**src/rtl/reg_port_arbiter.sv**
```systemverilog
// ---------------------------------------------------------------------------
// reg_port_arbiter
//
// Shares one register-block access port between two command requesters.
// Each requester's single-cycle write/read pulse is parked in a one-entry
// pending slot; a round-robin FSM grants slots, issues the command to the
// register block and, for reads, holds the port until read data returns and
// routes it back to the requester that issued it.
//
// Optional feature macro: ARB_TIMEOUT_EN
//   defined   -> a read that sees no i_r_valid within TIMEOUT cycles of
//                waiting is answered with o_rspN_err=1 and value 0.
//   undefined -> reads wait indefinitely; o_rspN_err is tied to 0.
//
// Parameters:
//   WORD_WIDTH  address width and word width in bits
//   REG_WIDTH   register value width in words (VW = REG_WIDTH*WORD_WIDTH)
//   TIMEOUT     read-wait limit in cycles (>= 2), used with ARB_TIMEOUT_EN
//
// Ports:
//   clk, i_reset_n                 clock, async active-low reset
//   i_reqN_w_en / i_reqN_r_en      write / read request pulses (N = 0,1)
//   i_reqN_addr / i_reqN_value     request address / write data
//   o_busyN                        pending slot N occupied
//   o_dropN                        sticky: request lost because slot N was full
//   o_rspN_valid/_value/_err       read response pulse, data, timeout flag
//   o_w_en/o_w_addr/o_w_value      register-block write port
//   o_r_en/o_r_addr                register-block read port
//   i_r_value / i_r_valid          register-block read data / valid
// All outputs are registered.
// ---------------------------------------------------------------------------
module reg_port_arbiter #(
   parameter int WORD_WIDTH = 8,
   parameter int REG_WIDTH  = 4,
   parameter int TIMEOUT    = 64
) (
   input  logic                             clk,
   input  logic                             i_reset_n,
   input  logic                             i_req0_w_en,
   input  logic                             i_req0_r_en,
   input  logic [WORD_WIDTH-1:0]            i_req0_addr,
   input  logic [REG_WIDTH*WORD_WIDTH-1:0]  i_req0_value,
   input  logic                             i_req1_w_en,
   input  logic                             i_req1_r_en,
   input  logic [WORD_WIDTH-1:0]            i_req1_addr,
   input  logic [REG_WIDTH*WORD_WIDTH-1:0]  i_req1_value,
   output logic                             o_busy0,
   output logic                             o_busy1,
   output logic                             o_drop0,
   output logic                             o_drop1,
   output logic                             o_rsp0_valid,
   output logic [REG_WIDTH*WORD_WIDTH-1:0]  o_rsp0_value,
   output logic                             o_rsp0_err,
   output logic                             o_rsp1_valid,
   output logic [REG_WIDTH*WORD_WIDTH-1:0]  o_rsp1_value,
   output logic                             o_rsp1_err,
   output logic                             o_w_en,
   output logic [WORD_WIDTH-1:0]            o_w_addr,
   output logic [REG_WIDTH*WORD_WIDTH-1:0]  o_w_value,
   output logic                             o_r_en,
   output logic [WORD_WIDTH-1:0]            o_r_addr,
   input  logic [REG_WIDTH*WORD_WIDTH-1:0]  i_r_value,
   input  logic                             i_r_valid
);

   localparam int VW = REG_WIDTH * WORD_WIDTH;

   if (TIMEOUT < 2) begin : g_bad_timeout
      $error("reg_port_arbiter: TIMEOUT must be at least 2");
   end

   typedef enum logic [1:0] {
      IDLE,
      ISSUE,
      WAIT_RD
   } state_t;

   typedef struct packed {
      logic                  is_write;
      logic [WORD_WIDTH-1:0] addr;
      logic [VW-1:0]         value;
   } slot_t;

   // Requester inputs gathered into arrays so both slots share one code path.
   logic [1:0]            req_any;
   logic [1:0]            req_w;
   logic [WORD_WIDTH-1:0] req_addr  [2];
   logic [VW-1:0]         req_value [2];

   assign req_any      = {i_req1_w_en | i_req1_r_en, i_req0_w_en | i_req0_r_en};
   assign req_w        = {i_req1_w_en, i_req0_w_en};
   assign req_addr[0]  = i_req0_addr;
   assign req_addr[1]  = i_req1_addr;
   assign req_value[0] = i_req0_value;
   assign req_value[1] = i_req1_value;

   slot_t      slot [2];
   logic [1:0] slot_valid;
   logic [1:0] drop;

   state_t     state;
   logic       ptr;            // favoured requester when both slots are valid
   logic       owner;          // requester whose command holds the port
   logic       granted_write;
   logic [1:0] rsp_valid;
   logic [VW-1:0] rsp_value [2];

   logic       grant_any;
   logic       grant_idx;

   // Grant decision for this cycle; it only takes effect in IDLE.
   // NOTE: every signal assigned in always_comb gets a default first, so no
   // path through the block leaves it unassigned and no latch is inferred.
   always_comb begin
      grant_any = 1'b0;
      grant_idx = 1'b0;
      if (state == IDLE && slot_valid != 2'b00) begin
         grant_any = 1'b1;
         // Both valid: pointer decides. One valid: that one (slot 1 iff slot 0 empty).
         grant_idx = (&slot_valid) ? ptr : ~slot_valid[0];
      end
   end

   // Slot occupancy and sticky drop flags. A slot being granted this cycle
   // still reads as busy, so a request arriving now is dropped.
   // NOTE: sequential state is updated with non-blocking assignments so every
   // flop samples pre-edge values regardless of statement order.
   always_ff @(posedge clk or negedge i_reset_n) begin
      if (!i_reset_n) begin
         slot_valid <= '0;
         drop       <= '0;
      end else begin
         for (int n = 0; n < 2; n++) begin
            if (req_any[n] && slot_valid[n])
               drop[n] <= 1'b1;
            if (grant_any && grant_idx == n[0])
               slot_valid[n] <= 1'b0;
            else if (req_any[n])
               slot_valid[n] <= 1'b1;
         end
      end
   end

   // Slot payload. NOTE: the payload carries no reset; slot_valid qualifies
   // it, so reset only needs to clear the valid bits.
   always_ff @(posedge clk) begin
      for (int n = 0; n < 2; n++) begin
         if (req_any[n] && !slot_valid[n]) begin
            slot[n].is_write <= req_w[n];   // write wins if both enables are high
            slot[n].addr     <= req_addr[n];
            slot[n].value    <= req_value[n];
         end
      end
   end

`ifdef ARB_TIMEOUT_EN
   localparam int CNT_W = $clog2(TIMEOUT);
   logic [CNT_W-1:0] wait_cnt;
   logic [1:0]       rsp_err;
`endif

   // Arbitration FSM with registered port and response outputs.
   always_ff @(posedge clk or negedge i_reset_n) begin
      if (!i_reset_n) begin
         state         <= IDLE;
         ptr           <= 1'b0;
         owner         <= 1'b0;
         granted_write <= 1'b0;
         o_w_en        <= 1'b0;
         o_w_addr      <= '0;
         o_w_value     <= '0;
         o_r_en        <= 1'b0;
         o_r_addr      <= '0;
         rsp_valid     <= '0;
         rsp_value[0]  <= '0;
         rsp_value[1]  <= '0;
`ifdef ARB_TIMEOUT_EN
         rsp_err       <= '0;
         wait_cnt      <= '0;
`endif
      end else begin
         // Port enables and response pulses last exactly one cycle.
         o_w_en    <= 1'b0;
         o_r_en    <= 1'b0;
         rsp_valid <= '0;
`ifdef ARB_TIMEOUT_EN
         rsp_err   <= '0;
`endif
         case (state)
            IDLE: begin
               if (grant_any) begin
                  owner         <= grant_idx;
                  ptr           <= ~grant_idx;
                  granted_write <= slot[grant_idx].is_write;
                  // Register the command now so it appears during ISSUE.
                  if (slot[grant_idx].is_write) begin
                     o_w_en    <= 1'b1;
                     o_w_addr  <= slot[grant_idx].addr;
                     o_w_value <= slot[grant_idx].value;
                  end else begin
                     o_r_en    <= 1'b1;
                     o_r_addr  <= slot[grant_idx].addr;
                  end
                  state <= ISSUE;
               end
            end

            ISSUE: begin
               state <= granted_write ? IDLE : WAIT_RD;
`ifdef ARB_TIMEOUT_EN
               wait_cnt <= '0;
`endif
            end

            WAIT_RD: begin
               if (i_r_valid) begin
                  // Real data wins even on the expiry cycle.
                  rsp_valid[owner] <= 1'b1;
                  rsp_value[owner] <= i_r_value;
                  state            <= IDLE;
               end
`ifdef ARB_TIMEOUT_EN
               else if (wait_cnt == CNT_W'(TIMEOUT - 1)) begin
                  rsp_valid[owner] <= 1'b1;
                  rsp_value[owner] <= '0;
                  rsp_err[owner]   <= 1'b1;
                  state            <= IDLE;
               end else begin
                  wait_cnt <= wait_cnt + 1'b1;
               end
`endif
            end

            default: state <= IDLE;
         endcase
      end
   end

   assign o_busy0      = slot_valid[0];
   assign o_busy1      = slot_valid[1];
   assign o_drop0      = drop[0];
   assign o_drop1      = drop[1];
   assign o_rsp0_valid = rsp_valid[0];
   assign o_rsp1_valid = rsp_valid[1];
   assign o_rsp0_value = rsp_value[0];
   assign o_rsp1_value = rsp_value[1];
`ifdef ARB_TIMEOUT_EN
   assign o_rsp0_err   = rsp_err[0];
   assign o_rsp1_err   = rsp_err[1];
`else
   assign o_rsp0_err   = 1'b0;
   assign o_rsp1_err   = 1'b0;
`endif

endmodule

```
**config.mk**
```make
export PLATFORM = sky130hd
export DESIGN_NAME = reg_port_arbiter
export DESIGN_NICKNAME = d
export VERILOG_FILES = /design/src/rtl/reg_port_arbiter.sv
export SDC_FILE = /design/constraint.sdc
export NUM_CORES = 1
export LEC_CHECK = 0
export CORE_AREA = 3 3 155 157
export CTS_BUF_LIST = sky130_fd_sc_hd__clkbuf_4 sky130_fd_sc_hd__clkbuf_8
export CTS_CLUSTER_SIZE = 12
export DETAILED_ROUTE_END_ITERATION = 10
export DIE_AREA = 0 0 158 160
export SLEW_MARGIN = 15
export SYNTH_ARGS = -nofsm -noshare
export SYNTH_HDL_FRONTEND = slang
export SYNTH_SLANG_ARGS = --single-unit
```
**constraint.sdc**
```tcl
create_clock -name clk -period 2.4 [get_ports clk]
set_input_delay 0.48 -clock clk [delete_from_list [all_inputs] [get_ports clk]]
set_output_delay 0.48 -clock clk [all_outputs]
set_load 0.02 [all_outputs]
```
==> summary.log, run 1 <==
INFO  status         status=completed
INFO  route          drt_wl_total=22070µm
INFO  final_layout   drive_gt1_share=18.89%
INFO  yosys          yosys.area.top_type_share=39.59%
INFO  route          drtAntennaViolNets=0
INFO  setup_path     critical_path.startpoint_type=register
INFO  min_path       hold_path_class=reg2reg
INFO  timing         worst_slew_pin_slew=0.5911ns
INFO  yosys          synth_area_per_cell=14.31µm²
INFO  clocking       tritoncts.num_buffers=37
INFO  setup_path     cp_slowest_cell=sky130_fd_sc_hd__clkdlybuf4s50_1
INFO  die            die_area=25280µm²
INFO  route          post_drt_via_cell_ratio=5.057
INFO  yosys          ys_top_cells_by_area=sky130_fd_sc_hd__dfrtp_1 40%, sky130_fd_sc_hd__edfxtp_1 31%, sky130_fd_sc_hd__mux2_2 9.1%
INFO  timing         final_max_slew_viol_count=0
INFO  setup_path     rr_worst_depth=4
INFO  final_layout   finish.utilization=50.73%
INFO  pwr            pwr_density_cell=1346nW/µm²
INFO  clocking       cts-htree-levels=2
INFO  die            die_x=158µm
INFO  final_layout   area_growth_syn_to_layout=45.35%
INFO  setup_path     crit_family=buffers and inverters
INFO  route          firstDrtPassIters=4
INFO  die            design.portCount=241
INFO  final_layout   fin_nets=920
INFO  setup_path     worstReg2RegEnd=o_w_value[5]
INFO  clocking       tritoncts_clock_tree=built
INFO  placement      detailed_place_hpwl=14640µm
INFO  timing         worst_clock_skew=0.02321ns
INFO  grt            grt_antenna_before_repair=0
INFO  yosys          synth.largest_area_cell=sky130_fd_sc_hd__dfrtp_1
INFO  route          num_vias=5618
INFO  route          routed_wire_length_per_instance=19.86µm
INFO  final_layout   multiInputGateArea=1937µm²
INFO  yosys          yosysWarningCount=0
INFO  timing         final_worst_path_period_share=92.63%
INFO  route          drc_errors=0
INFO  timing         post_layout_minimum_cycle_time=2.223ns
INFO  final_layout   antenna-diode-count=0
INFO  setup_path     timing.critical_path.slowest_cell_delay=0.68ns
INFO  timing         timing.setup.tns=0ns
INFO  timing         finalSetupViolations=0
INFO  grt            number_of_global_route_vias_before_repair=6161
INFO  timing         hold_viol=0
INFO  setup_path     r2r_setup_slack=0.36ns
INFO  grt            grt_overflow=0
INFO  clocking       clock_sink_count=207
INFO  yosys          netlist-cell-type-count=32
INFO  clocking       clock_tree.buffer_depth=3
INFO  die            rows=55
INFO  setup_path     r2r_start=state[1]
INFO  die            die_height=160µm
INFO  setup_path     worst-path-max-fanout=8
INFO  clocking       clkSlewWorstSetupHoldPaths=0.06ns
INFO  yosys          syn-instance-count=552
INFO  min_path       whs_endpoint=drop[0]
INFO  timing         max_clock_freq=449.8MHz
INFO  yosys          syn-cell-area=7901µm²
INFO  yosys          synth.ff_latch_count=207
INFO  setup_path     worstSetupEndpointType=output pin
INFO  min_path       min_path_cells=1
INFO  setup_path     worst-endpoint-arrival=1.74ns
INFO  clocking       cts_root_buffer=sky130_fd_sc_hd__clkbuf_8
INFO  final_layout   layout.filler_cells=1921
INFO  grt            track_usage=17.07%
INFO  run            max_cap_viol_count=0
INFO  placement      gpl.final_weighted_congestion=0.7432
INFO  clocking       cts-resized-gates=0
INFO  setup_path     cp.buffers_inverters=1
INFO  timing         grt_setup_unrepaired=false
INFO  pwr            worst_ir_drop_vdd=545.4µV
INFO  yosys          synth_seq_area_share=70.75%
INFO  setup_path     required=1.92ns
INFO  setup_path     worst_setup_path_startpoint=slot_valid[1]
INFO  die            initial_core_util=34.90%
INFO  final_layout   ff_latch_area=5590µm²
INFO  grt            first_pass_grt_wire_length=33890µm
INFO  die            coreArea=22640µm²
INFO  setup_path     timing.setup.critical_path_class=reg2out
INFO  timing         max_slew_margin=60.59%
INFO  placement      buffer_ports.inserted=238
INFO  min_path       hold_path_startpoint=drop[0]
INFO  route          drtIter0Drc=303
INFO  grt            grt_start_max_net_pins=59
INFO  final_layout   commonest_non_fill_non_tap_cells_in_the_layout=237 x sky130_fd_sc_hd__clkdlybuf4s50_1, 125 x sky130_fd_sc_hd__dfrtp_1, 82 x sky130_fd_sc_hd__edfxtp_1
INFO  pwr            cellLeakagePower=4.578nW
INFO  final_layout   final_common_cell=sky130_fd_sc_hd__clkdlybuf4s50_1
INFO  clocking       worst_skew_pair.late_latency=0.50ns
INFO  setup_path     timing.critical_path.cells=clkdlybuf4s50_1
==> kinds of logic (layout without fill, tap and decap cells) <==
| group | count (synthesis) | after routing | share of synthesized area [%] |
|---|---|---|---|
| and+or+nand+nor | 121 | 121 | 8.520 |
| DFF | 207 | 207 | 70.75 |
| muxes | 64 | 64 | 9.121 |
| AOI/OAI and AO/OA | 59 | 59 | 6.287 |
| other | 1 | 2 | 0.04746 |
| buffers and inverters | 100 | 373 | 5.273 |
==> worst max-delay path by stage <==
stage,endpoint,cells past startpoint
after floorplan,slot[1][0],1
after global placement,o_rsp0_value[11],4
after detailed placement,o_rsp0_value[11],4
after CTS,o_busy1,1
after global routing,o_busy1,1
final,o_busy1,1
==> sequential cells by signal, summed over array words and instances, names as in the netlist, 8 cells and up <==
name and flops:
o_w_addr 8, o_rsp1_value 32, o_w_value 32, o_rsp0_value 32
o_r_addr 8, slot 82
==> synth_stat cells (all sizes together) <==
library cell	n
dfrtp	125
a21boi	1
nand4b	1
buf	10
a211o	1
a31oi	1
conb	1
or2	2
clkbuf	39
nand2b	2
nor3	50
or3b	1
nor2	7
a21oi	3
a22o	1
mux2	64
nor4	48
nand2	5
nor4bb	1
or3	3
edfxtp	82
inv	51
a311oi	48
o21bai	2
o211a	1
o21ai	1
nor2b	1
==> power by group <==
part           leakage [nW]  switching, W  internal, W
Clock                 0.414       0.00138      0.00204
Combinational          1.93       0.00342      0.00284
Sequential             2.24      0.000725      0.00504
==> per-layer routing <==
| layer | wire [µm] | track usage [%] | vias to the layer above |
|---|---|---|---|
| met4 | 413 | 5.319 | 0 |
| li1 | - | - | 2552 |
| met3 | 2014 | 5.501 | 34 |
| met2 | 10260 | 27.46 | 267 |
| met1 | 9374 | 22.03 | 2765 |
| met5 | 0 | 0 | - |
==> stage by stage <==
stage	worst slack (ns)	area [µm²]	cells	hold slack, ns	total power, W
2_1_floorplan	0.3441	7910	553	0.1844	0.008966
3_3_place_gp	0.3228	10690	1046	0.4711	0.01203
3_5_place_dp	0.2790	10690	1046	0.4742	0.01216
4_1_cts	0.1394	11480	1111	0.4844	0.01568
5_1_grt	0.08266	11480	1111	0.4850	0.01634
6_report	0.1768	11480	1111	0.4880	0.01546
==> layout make-up <==
class | instances | area share (%)
sequential | 207 | 48.68
timing repair buffer | 258 | 22.85
multi-input combinational | 246 | 16.86
clock buffer | 54 | 5.927
tap | 285 | 3.105
inverter | 51 | 1.667
clock inverter | 10 | 0.9151
==> timing repair <==
action	4_1_cts	5_1_grt
hold endpoints to repair	53	0
setup buffers	0	0
hold buffers	1	0
Note: power is estimated with default switching activity, not from simulation.
==> run 2, diff against run 1 <==
--- a/config.mk
+++ b/config.mk
@@ -5,11 +5,13 @@
 export SDC_FILE = /design/constraint.sdc
 export NUM_CORES = 1
 export LEC_CHECK = 0
-export CORE_AREA = 3 3 155 157
+export CAP_MARGIN = 0
+export CORE_AREA = 3 3 139 141
 export CTS_BUF_LIST = sky130_fd_sc_hd__clkbuf_4 sky130_fd_sc_hd__clkbuf_8
 export CTS_CLUSTER_SIZE = 12
 export DETAILED_ROUTE_END_ITERATION = 10
-export DIE_AREA = 0 0 158 160
+export DIE_AREA = 0 0 142 144
+export PLACE_DENSITY = 0.77
 export SLEW_MARGIN = 15
 export SYNTH_ARGS = -nofsm -noshare
 export SYNTH_HDL_FRONTEND = slang
==> summary.log, run 2 (synthesis results as in run 1) <==
INFO  clocking       cts-htree-levels=2 [unchanged]
INFO  pwr            post_layout_power=0.01519W [-1.7%]
INFO  setup_path     timing.critical_path.slowest_cell_delay=0.70ns [+0.02 ns]
INFO  timing         max_clock_freq=452.4MHz [+0.59%]
INFO  grt            grt_start_max_net_pins=52 [-12%]
INFO  clocking       postCtsSetupBuffers=0 [unchanged]
INFO  route          routed_wire_length_per_instance=20.00µm [+0.70%]
INFO  route          drtIter0Drc=304 [+0.33%]
INFO  die            design.portCount=241 [unchanged]
INFO  timing         worst_slew_pin_slew=0.5019ns [-0.08923 ns]
INFO  final_layout   area_growth_syn_to_layout=43.33%
INFO  route          drc_errors=0 [unchanged]
INFO  grt            track_usage=20.37% [+3.3 points]
INFO  route          firstDrtPassIters=4 [unchanged]
INFO  timing         worst_clock_skew=0.01756ns [-0.005653 ns]
INFO  setup_path     timing.critical_path.cells=clkdlybuf4s50_1
INFO  final_layout   commonest_non_fill_non_tap_cells_in_the_layout=237 x sky130_fd_sc_hd__clkdlybuf4s50_1, 125 x sky130_fd_sc_hd__dfrtp_1, 82 x sky130_fd_sc_hd__edfxtp_1
INFO  route          drt_wl_total=21040µm [-4.6%]
INFO  pwr            cellLeakagePower=4.540nW [-0.83%]
INFO  die            die_x=142µm [-10%]
INFO  clocking       cts-resized-gates=0 [unchanged]
INFO  timing         final_worst_path_period_share=92.09% [-0.54 points]
INFO  clocking       clock_tree.buffer_depth=3 [unchanged]
INFO  timing         min_hold_slack=0.4838ns [-0.004216 ns]
INFO  setup_path     worstSetupEndpointType=output pin
INFO  clocking       tritoncts.num_buffers=35 [-5.4%]
INFO  timing         max_slew_margin=66.54% [+5.9 points]
INFO  setup_path     required=1.92ns [about the same]
INFO  setup_path     timing.setup.critical_path_class=reg2out
INFO  run            max_cap_viol_count=0 [unchanged]
INFO  grt            grt_overflow=0 [unchanged]
INFO  final_layout   design_area=11320µm² [-1.4%]
INFO  final_layout   max_ffs_per_register=82 [unchanged]
INFO  placement      postPlaceCellArea=10600µm² [-0.83%]
INFO  grt            number_of_global_route_vias_before_repair=6014 [-2.4%]
INFO  final_layout   layout.filler_cells=1347 [-30%]
INFO  final_layout   multiInputGateArea=1937µm² [unchanged]
INFO  final_layout   largest-register=slot
INFO  pwr            worst_ir_drop_vdd=686.9µV [+26%]
INFO  die            coreArea=18090µm² [-20%]
INFO  clocking       tritoncts_clock_tree=built
INFO  clocking       clkSlewWorstSetupHoldPaths=0.06ns [about the same]
INFO  final_layout   final_common_cell=sky130_fd_sc_hd__clkdlybuf4s50_1
INFO  timing         timing.setup.tns=0ns [unchanged]
INFO  setup_path     crit_family=buffers and inverters
INFO  clocking       cts_root_buffer=sky130_fd_sc_hd__clkbuf_8
INFO  timing         post_layout_minimum_cycle_time=2.210ns [-0.01299 ns]
INFO  placement      gpl.final_weighted_congestion=0.9296 [+25%]
INFO  setup_path     cp.buffers_inverters=1 [unchanged]
INFO  route          post_drt_via_cell_ratio=5.435 [+7.5%]
INFO  grt            grt_antenna_before_repair=1 [+1]
INFO  final_layout   fin_nets=916 [-0.43%]
INFO  route          num_vias=5718 [+1.8%]
INFO  clocking       ctsHoldBuffers=1 [unchanged]
INFO  die            initial_core_util=43.69% [+8.8 points]
INFO  die            die_height=144µm [-10%]
INFO  setup_path     critical_path.startpoint_type=register
INFO  final_layout   ff_latch_area=5590µm² [unchanged]
INFO  clocking       worst_skew_pair.late_latency=0.51ns [about the same]
INFO  timing         grt_setup_unrepaired=false
INFO  timing         finalSetupViolations=0 [unchanged]
INFO  die            rows=49 [-11%]
INFO  placement      preCtsSetupSlack=0.2815ns [+0.002480 ns]
INFO  placement      buffer_ports.inserted=238 [unchanged]
INFO  timing         hold_viol=0 [unchanged]
INFO  final_layout   drive_gt1_share=18.23% [-0.66 points]
INFO  status         status=completed
INFO  setup_path     worst-endpoint-arrival=1.73ns [about the same]
INFO  final_layout   antenna-diode-count=0 [unchanged]
INFO  pwr            pwr_density_cell=1341nW/µm² [-0.32%]
INFO  route          drtAntennaViolNets=0 [unchanged]
INFO  timing         final_max_slew_viol_count=0 [unchanged]
INFO  clocking       clock_sink_count=207 [unchanged]
INFO  grt            first_pass_grt_wire_length=32620µm [-3.7%]
INFO  placement      detailed_place_hpwl=14340µm [-2.0%]
INFO  setup_path     cp_slowest_cell=sky130_fd_sc_hd__clkdlybuf4s50_1
INFO  timing         postLayoutSetupSlackWorst=0.1898ns [+0.01299 ns]
INFO  setup_path     worst-path-max-fanout=8 [unchanged]
INFO  min_path       hold_path_class=reg2reg
INFO  die            die_area=20450µm² [-19%]
[run 2: cell count changes in the layout (fill, tap and decap cells not counted), moves of 2 or more]
cell,change
sky130_fd_sc_hd__clkbuf_4,+2
sky130_fd_sc_hd__clkbuf_8,-2
sky130_fd_sc_hd__bufinv_16,-2
sky130_fd_sc_hd__clkinvlp_4,-2
sky130_fd_sc_hd__clkinv_1,+2
[run 2: power breakdown]
part,internal [W],switching (W)
Clock,0.00178,0.00136
Sequential,0.00504,0.000772
Combinational,0.00286,0.00337
[run 2: layer usage]
metal  vias to the layer above  track usage (%)  share of wire (%)
li1                       2553                -                  -
met1                      2795            26.20                 41
met2                       323            32.42                 46
met3                        45            6.448                9.9
met4                         2            8.081                2.4
met5                         -                0              0.090
[run 2: worst reg2reg max path, cell delays in order, from the launching register on]
cell                       delay, ns
sky130_fd_sc_hd__dfrtp_1        0.49
sky130_fd_sc_hd__a211o_2        0.48
sky130_fd_sc_hd__or2_1          0.27
sky130_fd_sc_hd__buf_4          0.27
sky130_fd_sc_hd__a311oi_1       0.38
[run 2: cell type report]
type                       count  share of cell area, %
clock inverter                 9                 0.4088
clock buffer                  54                  5.900
timing repair buffer         256                  23.00
tap                          229                  2.530
sequential                   207                  49.36
multi-input combinational    246                  17.10
inverter                      51                  1.690
[run 2: worst paths after layout]
check / from / end / slack, ns / cells past startpoint
setup / recovery: slot_valid[1] / o_busy1 / 0.19 / 1
hold / removal: drop[0] / drop[0] / 0.48 / 1
setup reg to reg: slot_valid[1] / o_w_value[1] / 0.39 / 4
hold reg to reg: drop[0] / drop[0] / 0.48 / 1
max in group asynchronous: i_reset_n / o_rsp0_value[21] / 1.28 / 3
min in group asynchronous: i_reset_n / o_rsp0_value[10] / 0.50 / 2
[run 2: metrics by stage]
step           utilization (%)  instances
2_1_floorplan                -        553
3_3_place_gp             58.61        988
3_5_place_dp             58.61        988
4_1_cts                  62.61       1052
5_1_grt                  62.61       1052
6_report                 62.61       1052
